[src/rtl/pid_tick_scheduler.sv]
// rtl/pid_tick_scheduler.sv - periodic sample/PID-start/PWM-load sequencer with overrun and timeout flags
// Optional: define OVERRUN_COUNT_EN to add the 8-bit saturating ovr_count output.
module pid_tick_scheduler #(
   parameter int TIMEOUT = 64
) (
   input  logic       clk,
   input  logic       rst,
   input  logic       enable,
   input  logic [7:0] period,
   output logic       sample,
   output logic       pid_start,
   input  logic       pid_done,
   output logic       pwm_load,
   output logic       busy,
   output logic       overrun,
   output logic       timeout_err,
`ifdef OVERRUN_COUNT_EN
   output logic [7:0] ovr_count,
`endif
   input  logic       clr_status
);

   localparam int WW = (TIMEOUT > 1) ? $clog2(TIMEOUT) : 1;
   localparam logic [WW-1:0] WAIT_LAST = WW'(TIMEOUT - 1);

   typedef enum logic [2:0] {
      IDLE,
      SAMPLE,
      START,
      WAIT,
      LOAD
   } state_t;

   state_t        state;
   logic [7:0]    cnt;
   logic [7:0]    period_q;
   logic [7:0]    per_eff;
   logic          load_pend;
   logic          tick;
   logic          drop;
   logic          timeout_hit;
   logic [WW-1:0] wait_cnt;

   // The first interval after reset uses the live period input, since period_q is not loaded yet.
   assign per_eff     = load_pend ? period : period_q;
   assign tick        = enable && (cnt == per_eff);
   assign drop        = tick && (state != IDLE);
   assign timeout_hit = (state == WAIT) && !pid_done && (wait_cnt == WAIT_LAST);

   always_ff @(posedge clk or posedge rst) begin
      if (rst) begin
         cnt       <= '0;
         period_q  <= '0;
         load_pend <= 1'b1;
      end else begin
         load_pend <= 1'b0;
         if (load_pend) begin
            period_q <= period;
         end
         if (!enable) begin
            cnt <= '0;
         end else if (cnt == per_eff) begin
            cnt      <= '0;
            period_q <= period;
         end else begin
            cnt <= cnt + 8'd1;
         end
      end
   end

   always_ff @(posedge clk or posedge rst) begin
      if (rst) begin
         state       <= IDLE;
         wait_cnt    <= '0;
         sample      <= 1'b0;
         pid_start   <= 1'b0;
         pwm_load    <= 1'b0;
         busy        <= 1'b0;
         overrun     <= 1'b0;
         timeout_err <= 1'b0;
      end else begin
         sample    <= 1'b0;
         pid_start <= 1'b0;
         pwm_load  <= 1'b0;
         case (state)
            IDLE: begin
               if (tick) begin
                  state  <= SAMPLE;
                  sample <= 1'b1;
                  busy   <= 1'b1;
               end
            end
            SAMPLE: begin
               state     <= START;
               pid_start <= 1'b1;
            end
            START: begin
               state    <= WAIT;
               wait_cnt <= '0;
            end
            WAIT: begin
               // pid_done is checked first so it wins over a coincident timeout.
               if (pid_done) begin
                  state    <= LOAD;
                  pwm_load <= 1'b1;
               end else if (wait_cnt == WAIT_LAST) begin
                  state <= IDLE;
                  busy  <= 1'b0;
               end else begin
                  wait_cnt <= wait_cnt + 1'b1;
               end
            end
            LOAD: begin
               state <= IDLE;
               busy  <= 1'b0;
            end
            default: begin
               state <= IDLE;
               busy  <= 1'b0;
            end
         endcase

         if (drop) begin
            overrun <= 1'b1;
         end else if (clr_status) begin
            overrun <= 1'b0;
         end

         if (timeout_hit) begin
            timeout_err <= 1'b1;
         end else if (clr_status) begin
            timeout_err <= 1'b0;
         end
      end
   end

`ifdef OVERRUN_COUNT_EN
   always_ff @(posedge clk or posedge rst) begin
      if (rst) begin
         ovr_count <= '0;
      end else if (drop) begin
         if (ovr_count != 8'hFF) begin
            ovr_count <= ovr_count + 8'd1;
         end
      end else if (clr_status) begin
         ovr_count <= '0;
      end
   end
`endif

endmodule
[config.mk]
export PLATFORM = sky130hd
export DESIGN_NAME = pid_tick_scheduler
export DESIGN_NICKNAME = d
export VERILOG_FILES = /design/src/rtl/pid_tick_scheduler.sv
export SDC_FILE = /design/constraint.sdc
export NUM_CORES = 1
export LEC_CHECK = 0
export CAP_MARGIN = 20
export CORE_ASPECT_RATIO = 1.1
export CORE_MARGIN = 1
export CORE_UTILIZATION = 57
export CTS_BUF_LIST = sky130_fd_sc_hd__clkbuf_4
export CTS_CLUSTER_DIAMETER = 120
export DETAILED_ROUTE_END_ITERATION = 10
export HOLD_SLACK_MARGIN = 0.05
export PLACE_DENSITY = 0.88
export SLEW_MARGIN = 10
export SYNTH_ARGS = -nofsm -noshare
export SYNTH_HDL_FRONTEND = slang
export SYNTH_SLANG_ARGS = --single-unit
[constraint.sdc]
create_clock -name clk -period 2.76 [get_ports clk]
set_clock_uncertainty 0.1 [all_clocks]
set_input_delay 0.552 -clock clk [delete_from_list [all_inputs] [get_ports clk]]
set_output_delay 0.552 -clock clk [all_outputs]
set_load 0.01 [all_outputs]
## Yosys cells after proc, flatten, opt, wreduce, memory -nomap -nowiden

Index checks and enable logic that the tools add are counted.

- Bits in registers: 32
- Input port bits: 13
- Output and inout bits: 6
- Logic and storage cells: 62

- $add $sub $neg: 2
- Eq/ne operators: 10
- Multiplexer cells: 24
- Bitwise operators: 1
- Reduce and logical (&&, ||, !) cells: 14

Operators by type and width:

| operator | count |
|---|---|
| two-way mux 8 bit | 5 |
| two-way mux 6 bit | 2 |
| case mux 3 bit (4 select lines) | 1 |
| case mux 6 bit (2 select lines) | 1 |
| two-way mux 1 bit | 11 |
| two-way mux 3 bit | 3 |
| adder 8 x 1 -> 8 bit, second input constant | 1 |
| == test 8 bit | 1 |
| adder 6 x 1 -> 6 bit, second input constant | 1 |
| == test 3 x 2 -> 1 bit, second input constant | 2 |
| == test 6 bit, second input constant | 1 |
| inequality test 2 bit, second input constant | 3 |
| nonzero test 2 bit | 3 |
| logical AND 1 bit | 4 |
| AND reduction 4 bit | 1 |
| == test 3 x 1 -> 1 bit, second input constant | 1 |
| logical NOT 3 bit | 1 |
| inequality test 3 x 2 -> 1 bit, second input constant | 1 |
| case mux 1 bit (3 select lines) | 1 |
| AND reduction 3 bit | 1 |
| nonzero test 3 bit | 1 |
| inequality test 2 x 1 -> 1 bit, second input constant | 1 |
| AND reduction 2 bit | 1 |
| OR reduction 2 bit | 1 |
| other kinds (2) | 2 |

## Logic depth before layout (Yosys ltp)

Gate-level depths: netlist of run 1.

- Word-level depth: 5
- Gate-level depth with buffers: 7
- Mapped depth without buffers: 6

## Worst setup path after synthesis of run 1

Ideal clock, no wire load.

- Path kind: reg-to-reg
- Start: register load_pend
- End: register period_q[2]
- Setup time: 0.125 ns
- Data arrival time: 1.868 ns
- Required time: 2.535 ns
- Setup slack: 0.667 ns
- Cell stages (with the launch flop): 7
- Path buffers: 1
- Clock period less this slack: 2.093 ns
- Cell sequence: dfstp_2 -> buf_6 -> mux2i_1 -> xnor2_1 -> nor4_2 -> a31oi_1 -> mux2_2

- Longest elaborated chain between the ends: 4

Ends and longest elaborated chain:

| element | line | text |
|---|---|---|
| from (decl) | 38 | `logic load_pend;` |
| from (signal assigned) | 54 | `load_pend <= 1'b1;` |
| from (signal assigned) | 56 | `load_pend <= 1'b0;` |
| two-way mux 8 bit (*) | 45, 57 |  |
| == test 8 bit | 62 | `end else if (cnt == per_eff) begin` |
| two-way mux 8 bit | 62 |  |
| two-way mux 8 bit (*) | 60 | `if (!enable) begin` |
| to (signal assigned) | 58 | `period_q <= period;` |
| to (signal assigned) | 64 | `period_q <= period;` |
| to (decl) | 36 | `logic [7:0] period_q;` |

Mark *: on every way between the ends. The rest lies on a longest branch, timed or not.
A chain may end at the register's enable or synchronous reset.

## Worst setup path after layout of run 1

- Start: register load_pend
- End: register state[0]

- Longest elaborated chain between the ends: 5

Ends and longest elaborated chain:

| element | line | text |
|---|---|---|
| two-way mux 8 bit | 45 | `assign per_eff = load_pend ? period : period_q;` |
| == test 8 bit | 46 | `assign tick = enable && (cnt == per_eff);` |
| logical AND 1 bit | 46 |  |
| inequality test 2 bit (no line) | n/a |  |
| AND reduction 2 bit (no line) | n/a |  |
| to (signal assigned) | 73 | `state <= IDLE;` |
| to (signal assigned) | 88 | `state <= SAMPLE;` |
| to (signal assigned) | 94 | `state <= START;` |
| to (decl) | 34 | `state_t state;` |

No other way between the ends.

==> results.yml, run 1 <==
cells_and_area:
  nFillCells: 189
  layout-drive-gt1-share: 0.1210
  diodes: 0
  finalNetCount: 171
  syn2layout_area_growth_pct: 17.37
die:
  coreArea_sq_um: 2496
  placementRows: 19
  dieHeight_microns: 56.03
  initial_core_util: 0.6060
  die_area_sq_um: 2864
  ios: 19
  die_w_microns: 51.12
power_and_ir_drop:
  irDropWorstVdd_mv: 0.3972
  power.density_nw_per_um2: 593.2
  p_leak_nw: 0.8179
  fin_total_pwr_mw: 1.053
setup_path:
  r2r_end: "state[0]"
  cp.arrival_ns: 2.57
  ff2ff_setup_slack_ns: 0.33
  r2r_cells: 5
  crit_type: "reg -> reg"
  worstSetupEndpointType: "register"
  path_max_fanout: 9
  crit_path_start: "load_pend"
  start_kind: "register"
  r2r-start: "load_pend"
  worstPathRequired_ns: 2.90
run_status:
  status: "finished clean"
cts:
  cts.hold.buffers_added: 0
  postCtsSetupBuffers: 0
  cts_made_buffers: 5
  cts_resized: 0
  clk_latency_ns: 0.33
  clock-sinks: 32
  path_clk_slew_ns: 0.10
  cts_max_level: 2
  cts_tree: "yes"
  ctsLongestPathBuffers: 2
  root_buffer: "clkbuf_4"
logic_synthesis:
  yosysTopAreaCell: "dfrtp_1"
  syn-num-nets: 147
  ys_seq_area_frac: 0.5302
  synth_area_leaders: "dfrtp_1 51%, mux2i_1 8.6%, xnor2_1 6.4%, nor2_1 4.5%, xor2_1 4.1%"
  syn_inst: 132
  yosys_warnings: 0
  synth-seq-cells: 32
  synth_top_cell_area_share: 0.5128
  synth_cell_types: 31
  synth_area_sq_um: 1513
  postSynthAreaPerCell_sq_um: 11.46
detailed_routing:
  wire_per_inst_microns: 14.39
  via_per_inst: 5.569
  drt_iter0_drc: 27
  drcViolationCount: 0
  vias: 1047
  dr.pass1.iters: 4
  antenna_left: 0
  drt-total-wl_mm: 2.706
sta:
  slew_viol_final: 0
  hold_viol: 0
  max_freq_mhz: 411.8
  setup-violations-final: 0
  period_share: 0.8798
  slew_headroom: 0.5520
  period_minus_slack_ns: 2.428
  grt_setup_unrepaired: "no"
  worst_slew_pin_slew_ns: 0.6669
  finalSetupTns_ns: 0
worst_hold_path:
  holdPathEnd: "period_q[2]"
  min_from: "period_q[2]"
  hold_depth: 1
  hold_path.class: "reg -> reg"
global_routing:
  grt_pass1_vias: 1060
  antenna_found_initial: 0
  gr-total-overflow: 0
  grt_pass1_wl_mm: 4.678
  grt_usage: 0.2306
  grt_max_degree: 20
place:
  dp_hpwl_mm: 1.953
  place_congestion: 0.8206
  io_buffers: 18
run:
  cap_violations: 0
logic make-up after synthesis:
| kind of cell | after synthesis | share of synthesized area |
|---|---|---|
| AND/OR/NAND/NOR | 40 | 0.1390 |
| flip-flops | 32 | 0.5302 |
| XOR/XNOR | 18 | 0.1042 |
| multiplexers | 18 | 0.1232 |
| buffers and inverters | 11 | 0.03225 |
| AO/OA/AOI/OAI | 10 | 0.05211 |
| adder cells (fa/ha/maj) | 2 | 0.01654 |
| other | 1 | 0.002479 |
power by group:
part	total, mW	switching (mW)	internal, mW
combinational	0.224	0.114	0.110
clock	0.252	0.159	0.0933
sequential	0.577	0.0551	0.522
total	1.05	0.329	0.725
synthesized netlist by cell type:
library cell and count:
a211oi_1 1, a21bo_2 1, a221oi_2 1, a31oi_1 2
a41oi_1 1, and3_1 3, buf_6 1, clkbuf_1 1
conb_1 1, dfrtp_1 31, dfstp_2 1, ha_1 2
inv_1 9, mux2_2 5, mux2i_1 13, nand2_1 4
nand2b_1 1, nand3_1 4, nand3_2 1, nand3b_1 1
nand4_1 2, nand4bb_1 1, nor2_1 18, nor2b_1 1
nor3_1 2, nor4_2 2, o21ai_0 1, o22ai_1 2
o31ai_1 1, xnor2_1 11, xor2_1 7
metrics by stage:
step / setup slack [ns] / utilization / cells / cell area [sq um] / hold WS [ns]
floorplan: 0.6670 / - / 132 / 1513 / 0.3742
global placement: 0.2365 / 0.6907 / 180 / 1724 / 0.3881
detailed placement: 0.1457 / 0.6907 / 180 / 1724 / 0.3952
CTS: 0.3589 / 0.7113 / 188 / 1775 / 0.4166
global route: 0.1770 / 0.7113 / 188 / 1775 / 0.4260
finish: 0.3317 / 0.7113 / 188 / 1775 / 0.4104
worst max path at each step:
| stage | end | cells past startpoint | slack [ns] |
|---|---|---|---|
| 6_report | state[0] | 5 | 0.33 |
| 5_1_grt | period_q[2] | 5 | 0.18 |
| 4_1_cts | period_q[2] | 5 | 0.36 |
| 3_5_place_dp | period_q[2] | 6 | 0.15 |
| 3_3_place_gp | period_q[2] | 6 | 0.24 |
| 2_1_floorplan | period_q[2] | 6 | 0.67 |
layer usage:
metal | wire length [microns] | GRT usage | up-vias
met3 | 140 | 0.08743 | 7
met4 | 64 | 0.1151 | 0
met1 | 1204 | 0.2902 | 511
met5 | 0 | 0 | -
met2 | 1296 | 0.3440 | 28
li1 | - | - | 501
critical path, stage by stage (launching register included):
cell	delay, ns
dfstp_2	0.70
mux2i_1	0.32
xnor2_1	0.13
nor4_2	0.42
nand3_2	0.30
a221oi_2	0.37
cell usage in the layout (no fill, tap or decap), types with 3 or more instances in the layout:
| cell | n |
|---|---|
| nand2_1 | 4 |
| xor2_1 | 7 |
| xnor2_1 | 11 |
| clkbuf_4 | 5 |
| mux2_2 | 5 |
| inv_1 | 9 |
| nor2_1 | 18 |
| nand3_1 | 4 |
| mux2i_1 | 13 |
| dfrtp_1 | 31 |
| and3_1 | 3 |
| clkdlybuf4s50_1 | 18 |
registers in the layout, indices dropped and copies added, names as in the netlist, 3 cells and up:
name / cells
state: 3
wait_cnt: 6
period_q: 8
cnt: 8
layout make-up:
class | count | area, sq um | share of cell area
Sequential cell | 32 | 802.0 | 0.4517
Multi-Input combinational cell | 89 | 661.9 | 0.3728
Timing Repair Buffer | 19 | 187.7 | 0.1057
Tap cell | 31 | 38.79 | 0.02185
Clock buffer | 5 | 37.54 | 0.02114
Inverter | 9 | 33.78 | 0.01903
Clock inverter | 3 | 13.76 | 0.007752
(Power assumes the default switching activity.)
==> inputs of run 2 (changes only) <==
--- a/config.mk
+++ b/config.mk
@@ -12,6 +12,7 @@
 export CTS_BUF_LIST = sky130_fd_sc_hd__clkbuf_4
 export CTS_CLUSTER_DIAMETER = 120
 export DETAILED_ROUTE_END_ITERATION = 10
+export GPL_ROUTABILITY_DRIVEN = 0
 export HOLD_SLACK_MARGIN = 0.05
 export PLACE_DENSITY = 0.88
 export SLEW_MARGIN = 10
==> results of run 2 <==
The final DEF is identical to that of run 1; final timing and power are the same.
==> inputs of run 3 (changes only) <==
--- a/config.mk
+++ b/config.mk
@@ -8,13 +8,13 @@
 export CAP_MARGIN = 20
 export CORE_ASPECT_RATIO = 1.1
 export CORE_MARGIN = 1
-export CORE_UTILIZATION = 57
+export CORE_UTILIZATION = 65
 export CTS_BUF_LIST = sky130_fd_sc_hd__clkbuf_4
 export CTS_CLUSTER_DIAMETER = 120
 export DETAILED_ROUTE_END_ITERATION = 10
+export DONT_BUFFER_PORTS = 1
 export GPL_ROUTABILITY_DRIVEN = 0
-export HOLD_SLACK_MARGIN = 0.05
-export PLACE_DENSITY = 0.88
+export PLACE_DENSITY = 0.87
 export SLEW_MARGIN = 10
 export SYNTH_ARGS = -nofsm -noshare
 export SYNTH_HDL_FRONTEND = slang
==> run 3 against run 2 <==
  * First-iteration DRC count fell by 44%
  * Flip-flop and latch count unchanged
  * Register-to-register slack lost 0.04 ns
  * Sequential share of layout area increased by 4.3 points
  * Routed wire length rose by 4.7%
  * Non-clock buffer count fell by 18
  * Global-route usage up 4.6 points
  * Critical path depth stayed put
  * Power rose by 7.0%
  * Hold slack lost 0.38 ns
  * Worst setup slack got worse by 0.037 ns
  * Cell area decreased by 8.7%
  * Critical endpoint unchanged
  * Largest cell class unchanged
  * Largest power group unchanged
==> results.yml, run 3 (synthesis gave the netlist of run 1 again) <==
cts:
  cts.hold.buffers_added: 0
  cts_resized: 0
  cts_max_level: 2
  cts_tree: "yes"
  root_buffer: "clkbuf_4"
  postCtsSetupBuffers: 0
  path_clk_slew_ns: 0.10
  cts_made_buffers: 5
  ctsLongestPathBuffers: 2
  clock-sinks: 32
  clk_latency_ns: 0.33
detailed_routing:
  dr.pass1.iters: 4
  via_per_inst: 5.994
  vias: 1001
  drcViolationCount: 0
  drt_iter0_drc: 15
  antenna_left: 0
  drt-total-wl_mm: 2.833
  wire_per_inst_microns: 16.96
cells_and_area:
  reg_top3: "cnt (8), period_q (8), wait_cnt (6)"
  design_area_sq_um: 1620
  syn2layout_area_growth_pct: 7.113
  mostFrequentLayoutCells: "31 x dfrtp_1, 18 x nor2_1, 13 x mux2i_1, 11 x xnor2_1, 9 x inv_1"
  finalNetCount: 153
  layout-drive-gt1-share: 0.1439
  nFillCells: 128
  final_common_cell: "dfrtp_1"
  final_util: 0.7695
  diodes: 0
setup_path:
  ff2ff_setup_slack_ns: 0.29
  crit_path_start: "load_pend"
  cp.arrival_ns: 2.61
  r2r_end: "state[0]"
  r2r-start: "load_pend"
  worstSetupEndpointType: "register"
  crit_end: "state[0]"
  crit_type: "reg -> reg"
  worstPathRequired_ns: 2.91
  path_max_fanout: 9
  r2r_cells: 5
  start_kind: "register"
global_routing:
  grt_pass1_vias: 1011
  grt_usage: 0.2766
  gr-total-overflow: 0
  grt_max_degree: 20
  antenna_found_initial: 0
  grt_pass1_wl_mm: 4.547
power_and_ir_drop:
  irDropWorstVdd_mv: 0.5103
  p_leak_nw: 0.7636
  fin_total_pwr_mw: 1.127
  power.density_nw_per_um2: 695.6
sta:
  grt_setup_unrepaired: "no"
  slew_viol_final: 0
  hold_viol: 0
  slew_headroom: 0.5459
  setup-violations-final: 0
  period_share: 0.8934
  worst_slew_pin_slew_ns: 0.6759
  finalSetupTns_ns: 0
  fin_ws_ns: 0.2942
  max_freq_mhz: 405.6
  period_minus_slack_ns: 2.466
die:
  coreArea_sq_um: 2106
  die_area_sq_um: 2524
  ios: 19
  initial_core_util: 0.7184
  dieHeight_microns: 52.60
  die_w_microns: 48.00
  placementRows: 17
worst_hold_path:
  hold_path.class: "in -> async"
place:
  dp_slack_ns: 0.4070
  place_area_sq_um: 1540
  io_buffers: 0
  dp_hpwl_mm: 1.971
run:
  cap_violations: 0
run_status:
  status: "finished clean"
-- run 3: changes by cell type in the layout (fill, tap and decap cells not counted), sizes merged --
cell,previous run,this run
clkdlybuf4s50,18,0
clkinv,3,1
bufinv,0,1
clkbuf,5,6
-- run 3: power by group --
part / internal [mW] / total (mW) / leakage, nW / switching (mW)
Combinational: 0.0800 / 0.189 / 0.300 / 0.109
Clock: 0.200 / 0.355 / 0.0456 / 0.155
Sequential: 0.522 / 0.583 / 0.418 / 0.0610
-- run 3: layout make-up --
type	instances	area [sq um]	share of cell area
Sequential cell	32	802.0	0.4950
Multi-Input combinational cell	89	661.9	0.4085
Clock buffer	6	45.04	0.02780
Clock inverter	2	35.03	0.02162
Tap cell	28	35.03	0.02162
Inverter	9	33.78	0.02085
Timing Repair Buffer	1	7.507	0.004633
-- run 3: stage by stage --
stage | hold slack [ns] | instances
CTS | 0.03807 | 167
global route | 0.04797 | 167
finish | 0.02884 | 167
detailed placement | 0.3925 | 159
global placement | 0.3837 | 159
floorplan | 0.3742 | 132
-- run 3: worst min path at each step --
stage                 from          end  slack (ns)  cells after the start
2_1_floorplan       cnt[0]       cnt[0]        0.37                      1
3_3_place_gp           rst       cnt[1]        0.38                      1
3_5_place_dp   period_q[3]  period_q[3]        0.39                      1
4_1_cts                rst       cnt[3]        0.04                      1
5_1_grt                rst  period_q[1]        0.05                      1
6_report               rst  period_q[1]        0.03                      1
-- run 3: layer usage --
metal  vias up  GRT usage  share of wire
met2        28     0.4302           0.49
met5         -          0              0
met4         0     0.1111          0.023
met3         9     0.1310          0.059
li1        467          -              -
met1       497     0.3211           0.42
-- run 3: worst max-delay path, cell delays in order, from the launching register on --
cell	delay (ns)
dfstp_2	0.69
mux2i_1	0.35
xnor2_1	0.14
nor4_2	0.45
nand3_2	0.31
a221oi_2	0.35
